**src/rtl/ahb_lite_master_cmd_if.sv**
```systemverilog
// Command-side and AHB-Lite bus signals of the command-driven AHB master.
// The master modport is the initiator's view; the slave modport is the bus/command-source view.
interface ahb_lite_master_cmd_if #(
    parameter int AWIDTH = 32
);
    logic              CMD_VALID;
    logic              CMD_READY;
    logic              CMD_WRITE;
    logic [AWIDTH-1:0] CMD_ADDR;
    logic [2:0]        CMD_SIZE;
    logic [4:0]        CMD_LEN;
    logic [31:0]       WR_DATA;
    logic              WR_POP;
    logic [31:0]       RD_DATA;
    logic              RD_VALID;
    logic              DONE;
    logic              ERR;
    logic [AWIDTH-1:0] HADDR;
    logic [1:0]        HTRANS;
    logic              HWRITE;
    logic [2:0]        HSIZE;
    logic [2:0]        HBURST;
    logic [3:0]        HPROT;
    logic              HMASTLOCK;
    logic [31:0]       HWDATA;
    logic [31:0]       HRDATA;
    logic              HREADY;
    logic              HRESP;

    modport master (
        input  CMD_VALID, CMD_WRITE, CMD_ADDR, CMD_SIZE, CMD_LEN, WR_DATA,
        input  HRDATA, HREADY, HRESP,
        output CMD_READY, WR_POP, RD_DATA, RD_VALID, DONE, ERR,
        output HADDR, HTRANS, HWRITE, HSIZE, HBURST, HPROT, HMASTLOCK, HWDATA
    );

    modport slave (
        output CMD_VALID, CMD_WRITE, CMD_ADDR, CMD_SIZE, CMD_LEN, WR_DATA,
        output HRDATA, HREADY, HRESP,
        input  CMD_READY, WR_POP, RD_DATA, RD_VALID, DONE, ERR,
        input  HADDR, HTRANS, HWRITE, HSIZE, HBURST, HPROT, HMASTLOCK, HWDATA
    );
endinterface

```
**src/rtl/ahb_lite_master_cmd.sv**
```systemverilog
// AHB-Lite master that turns single/INCR-burst read/write commands into pipelined
// address/data-phase traffic, tolerating wait states and the two-cycle ERROR response.
module ahb_lite_master_cmd #(
    parameter int AWIDTH = 32
) (
    input  logic                  HCLK,
    input  logic                  HRESETN,
    ahb_lite_master_cmd_if.master bus
);
    localparam logic [2:0] S_IDLE     = 3'd0;
    localparam logic [2:0] S_ADDR     = 3'd1;
    localparam logic [2:0] S_BURST    = 3'd2;
    localparam logic [2:0] S_LASTDATA = 3'd3;
    localparam logic [2:0] S_ERRCAN   = 3'd4;
    localparam logic [2:0] S_FIN      = 3'd5;

    localparam logic [1:0] TR_IDLE   = 2'b00;
    localparam logic [1:0] TR_NONSEQ = 2'b10;
    localparam logic [1:0] TR_SEQ    = 2'b11;

    localparam logic [2:0] BURST_SINGLE = 3'b000;
    localparam logic [2:0] BURST_INCR   = 3'b001;

    logic [2:0]        state;
    logic [AWIDTH-1:0] haddr_r;
    logic [1:0]        htrans_r;
    logic              hwrite_r;
    logic [2:0]        hsize_r;
    logic [2:0]        hburst_r;
    logic [4:0]        beats_left;
    logic              dph_vld_p1;
    logic              dph_write_p1;
    logic [31:0]       rd_data_r;
    logic              rd_valid_r;
    logic              err_r;

    logic              accept;
    logic              dph_ok;
    logic [2:0]        cmd_size_c;
    logic [4:0]        cmd_len_c;
    logic [AWIDTH-1:0] next_addr;

    function automatic logic [2:0] clamp_size(input logic [2:0] s);
        return (s > 3'd2) ? 3'd2 : s;
    endfunction

    function automatic logic [4:0] clamp_len(input logic [4:0] l);
        if (l == 5'd0)
            return 5'd1;
        if (l > 5'd16)
            return 5'd16;
        return l;
    endfunction

    function automatic logic [AWIDTH-1:0] align_addr(input logic [AWIDTH-1:0] a, input logic [2:0] s);
        logic [AWIDTH-1:0] r;
        r = a;
        if (s == 3'd1)
            r[0] = 1'b0;
        else if (s == 3'd2)
            r[1:0] = 2'b00;
        return r;
    endfunction

    assign cmd_size_c = clamp_size(bus.CMD_SIZE);
    assign cmd_len_c  = clamp_len(bus.CMD_LEN);
    assign accept     = bus.CMD_VALID && bus.CMD_READY;
    assign next_addr  = haddr_r + (AWIDTH'(1) << hsize_r);
    // dph_vld_p1 marks the data phase belonging to the previously accepted address.
    assign dph_ok     = dph_vld_p1 && bus.HREADY && !bus.HRESP;

    assign bus.CMD_READY = (state == S_IDLE) || (state == S_FIN);
    assign bus.DONE      = (state == S_FIN);
    assign bus.ERR       = err_r;
    assign bus.RD_DATA   = rd_data_r;
    assign bus.RD_VALID  = rd_valid_r;
    assign bus.WR_POP    = dph_ok && dph_write_p1;
    assign bus.HWDATA    = bus.WR_DATA;
    assign bus.HADDR     = haddr_r;
    assign bus.HTRANS    = htrans_r;
    assign bus.HWRITE    = hwrite_r;
    assign bus.HSIZE     = hsize_r;
    assign bus.HBURST    = hburst_r;
    assign bus.HPROT     = 4'b0011;
    assign bus.HMASTLOCK = 1'b0;

    always_ff @(posedge HCLK or negedge HRESETN) begin
        if (!HRESETN) begin
            state        <= S_IDLE;
            haddr_r      <= '0;
            htrans_r     <= TR_IDLE;
            hwrite_r     <= 1'b0;
            hsize_r      <= 3'd0;
            hburst_r     <= BURST_SINGLE;
            beats_left   <= 5'd0;
            dph_vld_p1   <= 1'b0;
            dph_write_p1 <= 1'b0;
            rd_data_r    <= 32'd0;
            rd_valid_r   <= 1'b0;
            err_r        <= 1'b0;
        end else begin
            rd_valid_r <= 1'b0;
            if (dph_ok && !dph_write_p1) begin
                rd_data_r  <= bus.HRDATA;
                rd_valid_r <= 1'b1;
            end

            case (state)
                S_IDLE, S_FIN: begin
                    state <= S_IDLE;
                    if (accept) begin
                        haddr_r    <= align_addr(bus.CMD_ADDR, cmd_size_c);
                        hsize_r    <= cmd_size_c;
                        hwrite_r   <= bus.CMD_WRITE;
                        hburst_r   <= (cmd_len_c == 5'd1) ? BURST_SINGLE : BURST_INCR;
                        beats_left <= cmd_len_c - 5'd1;
                        htrans_r   <= TR_NONSEQ;
                        err_r      <= 1'b0;
                        state      <= S_ADDR;
                    end
                end
                S_ADDR, S_BURST: begin
                    if (dph_vld_p1 && bus.HRESP) begin
                        // Drop the pending address; a single-cycle ERROR aborts at once.
                        htrans_r <= TR_IDLE;
                        if (bus.HREADY) begin
                            err_r      <= 1'b1;
                            dph_vld_p1 <= 1'b0;
                            state      <= S_FIN;
                        end else begin
                            state <= S_ERRCAN;
                        end
                    end else if (bus.HREADY) begin
                        dph_vld_p1   <= 1'b1;
                        dph_write_p1 <= hwrite_r;
                        if (beats_left == 5'd0) begin
                            htrans_r <= TR_IDLE;
                            state    <= S_LASTDATA;
                        end else begin
                            haddr_r    <= next_addr;
                            beats_left <= beats_left - 5'd1;
                            // Crossing a 1KB boundary restarts the burst with NONSEQ.
                            htrans_r   <= (next_addr[10] != haddr_r[10]) ? TR_NONSEQ : TR_SEQ;
                            state      <= S_BURST;
                        end
                    end
                end
                S_LASTDATA: begin
                    if (bus.HRESP && !bus.HREADY) begin
                        state <= S_ERRCAN;
                    end else if (bus.HREADY) begin
                        dph_vld_p1 <= 1'b0;
                        if (bus.HRESP)
                            err_r <= 1'b1;
                        state <= S_FIN;
                    end
                end
                S_ERRCAN: begin
                    if (bus.HREADY) begin
                        err_r      <= 1'b1;
                        dph_vld_p1 <= 1'b0;
                        state      <= S_FIN;
                    end
                end
                default: state <= S_IDLE;
            endcase
        end
    end
endmodule
```
**src/flat_wrapper.sv**
```systemverilog
// flat-port wrapper written by rule: the top's interface ports become plain ports
module ahb_lite_master_cmd_flat 
#(
    parameter int AWIDTH = 32
)
  (HCLK, HRESETN, bus_CMD_VALID, bus_CMD_WRITE, bus_CMD_ADDR, bus_CMD_SIZE, bus_CMD_LEN, bus_WR_DATA, bus_HRDATA, bus_HREADY, bus_HRESP, bus_CMD_READY, bus_WR_POP, bus_RD_DATA, bus_RD_VALID, bus_DONE, bus_ERR, bus_HADDR, bus_HTRANS, bus_HWRITE, bus_HSIZE, bus_HBURST, bus_HPROT, bus_HMASTLOCK, bus_HWDATA);
  ahb_lite_master_cmd_if #(.AWIDTH(AWIDTH)) bus_i ();
  input  logic HCLK;
  input  logic HRESETN;
  input wire logic [$bits(bus_i.CMD_VALID)-1:0] bus_CMD_VALID;
  input wire logic [$bits(bus_i.CMD_WRITE)-1:0] bus_CMD_WRITE;
  input wire logic [$bits(bus_i.CMD_ADDR)-1:0] bus_CMD_ADDR;
  input wire logic [$bits(bus_i.CMD_SIZE)-1:0] bus_CMD_SIZE;
  input wire logic [$bits(bus_i.CMD_LEN)-1:0] bus_CMD_LEN;
  input wire logic [$bits(bus_i.WR_DATA)-1:0] bus_WR_DATA;
  input wire logic [$bits(bus_i.HRDATA)-1:0] bus_HRDATA;
  input wire logic [$bits(bus_i.HREADY)-1:0] bus_HREADY;
  input wire logic [$bits(bus_i.HRESP)-1:0] bus_HRESP;
  output wire logic [$bits(bus_i.CMD_READY)-1:0] bus_CMD_READY;
  output wire logic [$bits(bus_i.WR_POP)-1:0] bus_WR_POP;
  output wire logic [$bits(bus_i.RD_DATA)-1:0] bus_RD_DATA;
  output wire logic [$bits(bus_i.RD_VALID)-1:0] bus_RD_VALID;
  output wire logic [$bits(bus_i.DONE)-1:0] bus_DONE;
  output wire logic [$bits(bus_i.ERR)-1:0] bus_ERR;
  output wire logic [$bits(bus_i.HADDR)-1:0] bus_HADDR;
  output wire logic [$bits(bus_i.HTRANS)-1:0] bus_HTRANS;
  output wire logic [$bits(bus_i.HWRITE)-1:0] bus_HWRITE;
  output wire logic [$bits(bus_i.HSIZE)-1:0] bus_HSIZE;
  output wire logic [$bits(bus_i.HBURST)-1:0] bus_HBURST;
  output wire logic [$bits(bus_i.HPROT)-1:0] bus_HPROT;
  output wire logic [$bits(bus_i.HMASTLOCK)-1:0] bus_HMASTLOCK;
  output wire logic [$bits(bus_i.HWDATA)-1:0] bus_HWDATA;
  assign bus_i.CMD_VALID = bus_CMD_VALID;
  assign bus_i.CMD_WRITE = bus_CMD_WRITE;
  assign bus_i.CMD_ADDR = bus_CMD_ADDR;
  assign bus_i.CMD_SIZE = bus_CMD_SIZE;
  assign bus_i.CMD_LEN = bus_CMD_LEN;
  assign bus_i.WR_DATA = bus_WR_DATA;
  assign bus_i.HRDATA = bus_HRDATA;
  assign bus_i.HREADY = bus_HREADY;
  assign bus_i.HRESP = bus_HRESP;
  assign bus_CMD_READY = bus_i.CMD_READY;
  assign bus_WR_POP = bus_i.WR_POP;
  assign bus_RD_DATA = bus_i.RD_DATA;
  assign bus_RD_VALID = bus_i.RD_VALID;
  assign bus_DONE = bus_i.DONE;
  assign bus_ERR = bus_i.ERR;
  assign bus_HADDR = bus_i.HADDR;
  assign bus_HTRANS = bus_i.HTRANS;
  assign bus_HWRITE = bus_i.HWRITE;
  assign bus_HSIZE = bus_i.HSIZE;
  assign bus_HBURST = bus_i.HBURST;
  assign bus_HPROT = bus_i.HPROT;
  assign bus_HMASTLOCK = bus_i.HMASTLOCK;
  assign bus_HWDATA = bus_i.HWDATA;
  ahb_lite_master_cmd #(.AWIDTH(AWIDTH)) u_core (.HCLK(HCLK), .HRESETN(HRESETN), .bus(bus_i));
endmodule
```
**config.mk**
```make
export PLATFORM = sky130hd
export DESIGN_NAME = ahb_lite_master_cmd_flat
export DESIGN_NICKNAME = d
export VERILOG_FILES = /design/src/rtl/ahb_lite_master_cmd_if.sv /design/src/rtl/ahb_lite_master_cmd.sv /design/src/flat_wrapper.sv
export SDC_FILE = /design/constraint.sdc
export NUM_CORES = 1
export LEC_CHECK = 0
export CORE_UTILIZATION = 38
export CTS_CLUSTER_DIAMETER = 40
export DETAILED_ROUTE_END_ITERATION = 16
export PLACE_DENSITY = 0.77
export SETUP_SLACK_MARGIN = 0.2
export SYNTH_ARGS = -nofsm -noshare
export SYNTH_HDL_FRONTEND = slang
export SYNTH_SLANG_ARGS = --single-unit
```
**constraint.sdc**
```tcl
create_clock -name HCLK -period 2.85 [get_ports HCLK]
set_clock_uncertainty 0.05 [all_clocks]
set_input_delay 0.57 -clock HCLK [delete_from_list [all_inputs] [get_ports HCLK]]
set_output_delay 0.57 -clock HCLK [all_outputs]
set_load 0.1 [all_outputs]
```
Yosys cells after proc, flatten, opt, wreduce, memory -nomap -nowiden
Index checks and enable logic that the tools add are counted.

cells by class
  magnitude comparators = 2
  $mul = 0
  reduce and logical (&&, ||, !) cells = 25
  bitwise gates (word level) = 1
  shift-type cells = 1
  muxes and demuxes = 49
  div/mod/pow operators = 0
  add/sub/neg operators = 3
  equal/unequal tests = 18

operators with widths
  cell                                                 number
  2-to-1 mux 32 bit                                    4
  one-hot mux 32 bit (2 select lines)                  1
  2-to-1 mux 5 bit                                     8
  adder 32 bit                                         1
  << shifter 1 x 3 -> 32 bit, first input constant     1
  2-to-1 mux 1 bit                                     21
  2-to-1 mux 3 bit                                     5
  != test 2 bit, second input constant                 6
  one-hot mux 3 bit (4 select lines)                   1
  zero test 5 bit                                      2
  2-to-1 mux 2 bit                                     5
  one-hot mux 5 bit (2 select lines)                   1
  subtractor 5 x 1 -> 5 bit, second input constant     2
  equality test 3 x 2 -> 1 bit, second input constant  3
  AND reduction 3 bit                                  3
  logical AND 1 bit                                    7
  equality test 3 x 1 -> 1 bit, second input constant  2
  equality test 3 bit, second input constant           2
  AND reduction 6 bit                                  1
  equality test 5 x 1 -> 1 bit, second input constant  1
  > comparator 5 bit, second input constant            1
  AND reduction 5 bit                                  1
  != test 2 x 1 -> 1 bit, second input constant        2
  one-hot mux 1 bit (4 select lines)                   1
  14 further kinds                                     17

storage, ports and cells
  logic and storage cells = 111
  ROM bits = 0
  output and inout bits = 115
  latch bits = 0
  bits of input ports = 110
  bits in writable memories = 0
  register bits after elaboration = 85
  memories kept = 0

Longest topological paths before layout
Gate-level depths: netlist of run 1.

  depth in word-level cells = 8
  depth in mapped cells = 11
  depth with buffers taken out = 11

Least setup slack after synthesis of run 1
Ideal clock, no wire load.

  kind = register to register
  start point = register u_core.hsize_r[0] (netlist: u_core.bus.HSIZE[0])
  end point = register u_core.haddr_r[10] (netlist: u_core.bus.HADDR[10])
  required time = 2.679 ns
  arrival time = 3.336 ns
  stages on the path, launching flop included = 11
  path slack = -0.657 ns
  path through = dfrtp_1 > clkbuf_1 > nor3_1 > ha_1 > fa_1 > a211oi_1 > o21bai_1 > o32a_1 > and3_1 > o21a_1 > o22a_1

between the ends
  word-level cells in the longest chain between the ends = 6

RTL lines
  item                                 line                        source
  start: declaration                   ahb_lite_master_cmd.sv:28   logic [2:0] hsize_r;
  start signal: assignment             ahb_lite_master_cmd.sv:113  hsize_r <= cmd_size_c;
  << shifter 1 x 3 -> 32 bit           ahb_lite_master_cmd.sv:68   assign next_addr = haddr_r + (AWIDTH'(1) << hsize_r);
  adder 32 bit                         ahb_lite_master_cmd.sv:68
  2-to-1 mux 32 bit                    ahb_lite_master_cmd.sv:136  if (beats_left == 5'd0) begin
  2-to-1 mux 32 bit                    ahb_lite_master_cmd.sv:133  end else if (bus.HREADY) begin
  2-to-1 mux 32 bit                    ahb_lite_master_cmd.sv:123  if (dph_vld_p1 && bus.HRESP) begin
  one-hot mux 32 bit (2 select lines)  ahb_lite_master_cmd.sv:108  case (state)
  end signal: assignment               ahb_lite_master_cmd.sv:112  haddr_r <= align_addr(bus.CMD_ADDR, cmd_size_c);
  end signal: assignment               ahb_lite_master_cmd.sv:140  haddr_r <= next_addr;
  end: declaration                     ahb_lite_master_cmd.sv:25   logic [AWIDTH-1:0] haddr_r;

Every way passes these cells. The select of a mux whose other input is x is not followed.
A chain may end at the register's enable or synchronous reset.

Final worst setup path of run 1
  start point = register u_core.hsize_r[2] (netlist: u_core.bus.HSIZE[2])
  end point = register u_core.haddr_r[10] (netlist: u_core.bus.HADDR[10])

Same word-level chain as after synthesis.

==> impl_metrics.ini, run 1 <==
[yosys]
avgSynthCellArea_sq_um = 9.341
ys_warn_count = 0
ys_async_sr_fraction_pct = 100.0
ys_ff_latch = 83
dominantRegCellSynth = dfrtp_1
synth_edf_count = 0
ys_seq_area_share_pct = 41.56
synth_area_sq_um = 4997
ys_types = 66
postSynthCellCount = 535

[route]
post-route-drc-count = 0
viasPerCell = 5.644
wl_per_cell_um = 18.11
ant_nets = 0
first_pass_iters = 6
drt_iter0_drc = 308
vias = 4735
wl_mm = 15.19

[global_route]
grt_antenna_before_repair = 0
overflow = 0
grt_pass1_wl_mm = 23.24
grt.total_usage_pct = 22.55
grt_max_degree = 52
grt_pass1_vias = 4505

[cts]
cts_root_buf = clkbuf_16
cts.reportedPaths.clkPinSlew_ns = 0.06
cts.htree.levels = 3
hold_buffers = 0
clock_latency_ns = 0.35
numCtsBuffers = 9
cts_tree = built
clockBufferDepth = 2
numClockSinks = 83

[die]
floorplan.die.width_um = 116.7
ioPinCount = 225
die-area_sq_um = 13610
start_util_pct = 39.28
core_sq_um = 12720
die_y_um = 116.7
core.rowCount = 41

[timing]
slew_headroom_pct = 59.54
hold_viol_final = 0
period_needed_ns = 2.705
report.final.setup_viol = 0
slew_violations = 0
max_freq_ghz = 0.3696
worst_hold_slack_ns = 0.1193
period_share_pct = 94.93
rsz0062_at_grt = yes
tightest_slew_ns = 0.6069

[final_layout]
syn2layout_area_growth_pct = 38.58
drive_gt1_share_pct = 30.13
final_core_util_pct = 54.44
final_cell_mix = 101 x buf_4, 76 x clkdlybuf4s50_1, 73 x dfrtp_1
fin_nets = 785
num_antenna_cells = 0
fillers = 1140
final_common_cell = buf_4

[worst_setup_path]
cpPeakStageDelay_ns = 0.50
cp_slowest_cell = dfrtp_4
critPathRequiredTime_ns = 3.04
critPathLaunch = u_core.bus.HSIZE[2]
r2r_end = u_core.bus.HADDR[10]
cp.buffers_inverters = 1
timing.setup.critical_path_class = reg2reg
endpoint_kind = register
reg2reg_depth = 9
crit_family = compound AO/OA/AOI/OAI gates
ff2ff_setup_slack_ns = 0.14
critPathLaunchType = register
r2r_start = u_core.bus.HSIZE[2]
arrival_ns = 2.90
cp_max_fo = 7
crit_chain = buf_2, nor3b_2, ha_1, a211oi_2, o21bai_2, o32a_4, and3_4, o21a_1, o22a_1

[run]
drv_cap = 0

[placed_design]
gp_congestion = 0.9600
dp_hpwl_mm = 10.70
io_buffers = 153

[worst_hold_path]
min-delay-path-class = in2async

[run_status]
status = finished clean
[cell families (layout without fill, tap and decap cells)]
kind of cell	Yosys count	after routing	share of synthesized area, %
simple gates	162	162	16.27
flops	83	83	41.56
buf+inv	85	212	9.965
fa+ha+maj	13	13	3.355
compound gates	148	148	19.25
other cells	2	7	0.1503
mux	34	34	7.662
xor+xnor	8	8	1.778
[worst reg2reg max path: cells and delay by family, from the launching register on]
| family | cells | cell delay (ns) |
|---|---|---|
| AOI/OAI and AO/OA | 5 | 1.19 |
| adders and majority gates | 1 | 0.31 |
| buffers and inverters | 1 | 0.17 |
| DFF | 1 | 0.50 |
| and+or+nand+nor | 2 | 0.39 |
[registers in the layout (all words and copies together), names as in the netlist]
register and count:
u_core.beats_left 5, u_core.bus.ERR 1, u_core.bus.HADDR 32, u_core.bus.HBURST 1
u_core.bus.HSIZE 3, u_core.bus.HTRANS 2, u_core.bus.HWRITE 1, u_core.bus.RD_DATA 32
u_core.bus.RD_VALID 1, u_core.dph_vld_p1 1, u_core.dph_write_p1 1, u_core.state 3
[what timing repair did]
| action | in CTS | in global routing |
|---|---|---|
| resized for setup | 8 | 26 |
| setup buffers | 2 | 13 |
| setup endpoints to repair | 13 | 15 |
| pin swaps | 2 | 10 |
[worst max path at each step]
stage / depth (start not counted) / slack, ns / endpoint
detailed placement: 8 / 0.05 / u_core.bus.HADDR[26]
floorplan: 10 / -0.01 / u_core.bus.HADDR[10]
CTS: 9 / 0.19 / u_core.bus.HADDR[10]
global route: 9 / 0.09 / u_core.bus.HADDR[26]
finish: 9 / 0.14 / u_core.bus.HADDR[10]
global placement: 8 / 0.18 / u_core.bus.HADDR[10]
[cell usage after synthesis (all sizes together) (3+ instances only)]
cell	number	area, sq um
o21a	3	22.52
o32ai	3	33.79
a211oi	10	75.07
nand2	49	191.4
dfrtp	83	2077
mux2	34	382.9
o22ai	7	43.79
o21ai	28	140.1
nor4	3	33.78
and3	10	62.56
a21oi	45	225.2
nor2	41	156.4
a2bb2oi	3	26.28
nand2b	5	31.28
inv	14	52.55
a31oi	12	75.07
nor3	14	70.07
o211ai	3	22.52
clkbuf	22	82.58
ha	11	137.6
o22a	6	52.55
or3	3	18.77
a21o	5	37.54
o32a	3	30.03
nand3	16	80.08
a311oi	3	26.28
xor2	5	43.79
xnor2	3	45.05
nor4b	3	32.53
buf	49	362.8
nor3b	4	30.03
[through the flow]
| stage | instances | setup slack, ns | TNS (ns) | area, sq um |
|---|---|---|---|---|
| 2_1_floorplan | 540 | -0.01020 | -0.01020 | 5092 |
| 3_5_place_dp | 809 | 0.05381 | 0 | 6339 |
| 4_1_cts | 826 | 0.1902 | 0 | 6715 |
| 3_3_place_gp | 809 | 0.1812 | 0 | 6339 |
| 5_1_grt | 839 | 0.08569 | 0 | 6925 |
| 6_report | 839 | 0.1446 | 0 | 6925 |
[cell type report]
| type | count | area [sq um] | area share, % |
|---|---|---|---|
| clock inverter | 5 | 77.57 | 1.120 |
| tap | 172 | 215.2 | 3.107 |
| inverter | 14 | 52.55 | 0.7588 |
| clock buffer | 10 | 239.0 | 3.451 |
| multi-input combinational | 372 | 2644 | 38.18 |
| timing repair buffer | 183 | 1600 | 23.11 |
| sequential | 83 | 2097 | 30.28 |
[per-layer routing]
layer / wire length [um] / up-vias / global-route usage [%]
li1: - / 2145 / -
met1: 6053 / 2278 / 27.08
met2: 6952 / 276 / 35.50
met3: 1740 / 36 / 9.600
met4: 444 / 0 / 9.451
met5: 0 / - / 0
Power of run 1 is left out: the tool's default activity adds up to more than one toggle a clock period on the data nets, which glitch-free logic cannot reach.
==> run 2, diff against run 1 <==
- PLACE_DENSITY: 0.77 -> 0.76
==> run 2 against run 1 <==
Maximum frequency grew 1.6%. Via count fell by 1.8%. Global-route usage is 0.22 points lower. Hold slack improved by 0.10 ns. Final area rose by 0.18%. Critical path depth increased by 1. Critical endpoint is now u_core.bus.HADDR[26]. Count of clock-buffer cells in the layout is the same. Wire length fell by 1.2%. Cell count increased by 0.12%. Die area unchanged.
==> impl_metrics.ini, run 2 (synthesized netlist as in run 1, its figures left out) <==
[worst_setup_path]
ff2ff_setup_slack_ns = 0.19
cp_max_fo = 6
critPathLaunch = u_core.bus.HSIZE[0]
timing.setup.critical_path_class = reg2reg
crit_end = u_core.bus.HADDR[26]
arrival_ns = 2.84
reg2reg_depth = 10
critPathRequiredTime_ns = 3.03
critPathLaunchType = register
r2r_end = u_core.bus.HADDR[26]
r2r_start = u_core.bus.HSIZE[0]
endpoint_kind = register

[run_status]
status = finished clean

[final_layout]
final_cell_mix = 99 x buf_4, 76 x clkdlybuf4s50_1, 73 x dfrtp_1
num_antenna_cells = 0
final_common_cell = buf_4
syn2layout_area_growth_pct = 38.83
fin_nets = 785
drive_gt1_share_pct = 30.69

[cts]
numClockSinks = 83
cts_root_buf = clkbuf_16
numCtsBuffers = 9
clockBufferDepth = 2
clock_latency_ns = 0.34
cts.reportedPaths.clkPinSlew_ns = 0.06
cts.htree.levels = 3
cts_tree = built
hold_buffers = 0

[route]
post-route-drc-count = 0
viasPerCell = 5.538
wl_mm = 15.01
wl_per_cell_um = 17.87
drt_iter0_drc = 418
ant_nets = 0
first_pass_iters = 5
vias = 4652

[timing]
period_share_pct = 93.43
report.final.setup_viol = 0
slew_violations = 0
tightest_slew_ns = 0.7132
hold_viol_final = 0
period_needed_ns = 2.663
finalSetupTns_ns = 0
slew_headroom_pct = 52.46
rsz0062_at_grt = yes
max_freq_ghz = 0.3755
setup_ws_ns = 0.1872

[die]
ioPinCount = 225
core_sq_um = 12720
core.rowCount = 41
floorplan.die.width_um = 116.7
die_y_um = 116.7
start_util_pct = 39.28
die-area_sq_um = 13610

[placed_design]
io_buffers = 153
pre_cts_slack_ns = 0.1233
dp_hpwl_mm = 10.84
gp_congestion = 0.9531

[global_route]
grt_pass1_vias = 4448
grt_max_degree = 52
grt_antenna_before_repair = 0
grt_pass1_wl_mm = 22.98
overflow = 0
grt.total_usage_pct = 22.33

[run]
drv_cap = 0

[worst_hold_path]
min-delay-path-class = in2async
[run 2: changes by cell type in the layout (fill, tap and decap cells not counted), sizes merged]
| cell | before | now |
|---|---|---|
| buf | 106 | 105 |
| inv | 14 | 15 |
| clkinv | 2 | 3 |
| clkbuf | 11 | 12 |
| bufinv | 2 | 1 |
[run 2: layer usage]
metal / wire length [um] / GRT usage (%)
met5: 0 / 0
met4: 398 / 10.21
met3: 1573 / 7.317
met2: 6580 / 34.00
met1: 6462 / 28.81
[run 2: worst min-delay path by stage]
| stage | end | cells after the start |
|---|---|---|
| 2_1_floorplan | u_core.beats_left[0] | 0 |
| 3_3_place_gp | u_core.bus.HBURST[0] | 2 |
| 3_5_place_dp | u_core.bus.HBURST[0] | 2 |
| 4_1_cts | u_core.bus.HADDR[2] | 1 |
| 5_1_grt | u_core.bus.HBURST[0] | 1 |
| 6_report | u_core.bus.HBURST[0] | 1 |
[run 2: final cells by class]
type,instances,area [sq um]
clock buffer,10,229.0
clock inverter,6,65.06
fill,1154,5784
inverter,14,52.55
multi-input combinational,372,2654
sequential,83,2097
tap,172,215.2
timing repair buffer,183,1625
[run 2: critical path, cell delays in order, from the launching register on]
cell and delay (ns):
dfrtp_4 0.51, nor3_4 0.20, ha_2 0.23, fa_2 0.23, a211oi_2 0.08, o21bai_2 0.25, o32ai_4 0.13, buf_4 0.18
o311ai_4 0.30, o41ai_2 0.12, a221o_1 0.26
[run 2: through the flow]
step	utilization (%)	instances	cell area, sq um	hold WS (ns)
after floorplan	-	540	5092	0.2244
after global placement	50.14	811	6379	0.4219
after detailed placement	50.14	811	6379	0.4377
after CTS	52.83	831	6721	0.2492
after global routing	54.53	840	6938	0.2773
final	54.53	840	6938	0.2230
[run 2: repair_timing]
| action | in CTS | in global routing |
|---|---|---|
| setup buffers | 4 | 9 |
| setup endpoints to repair | 8 | 22 |
| pin swaps | 2 | 21 |
| cloned | 0 | 0 |
| endpoints found under the hold margin | 0 | 0 |
| gates resized for setup | 3 | 32 |
Power of run 2 is left out for the same reason.
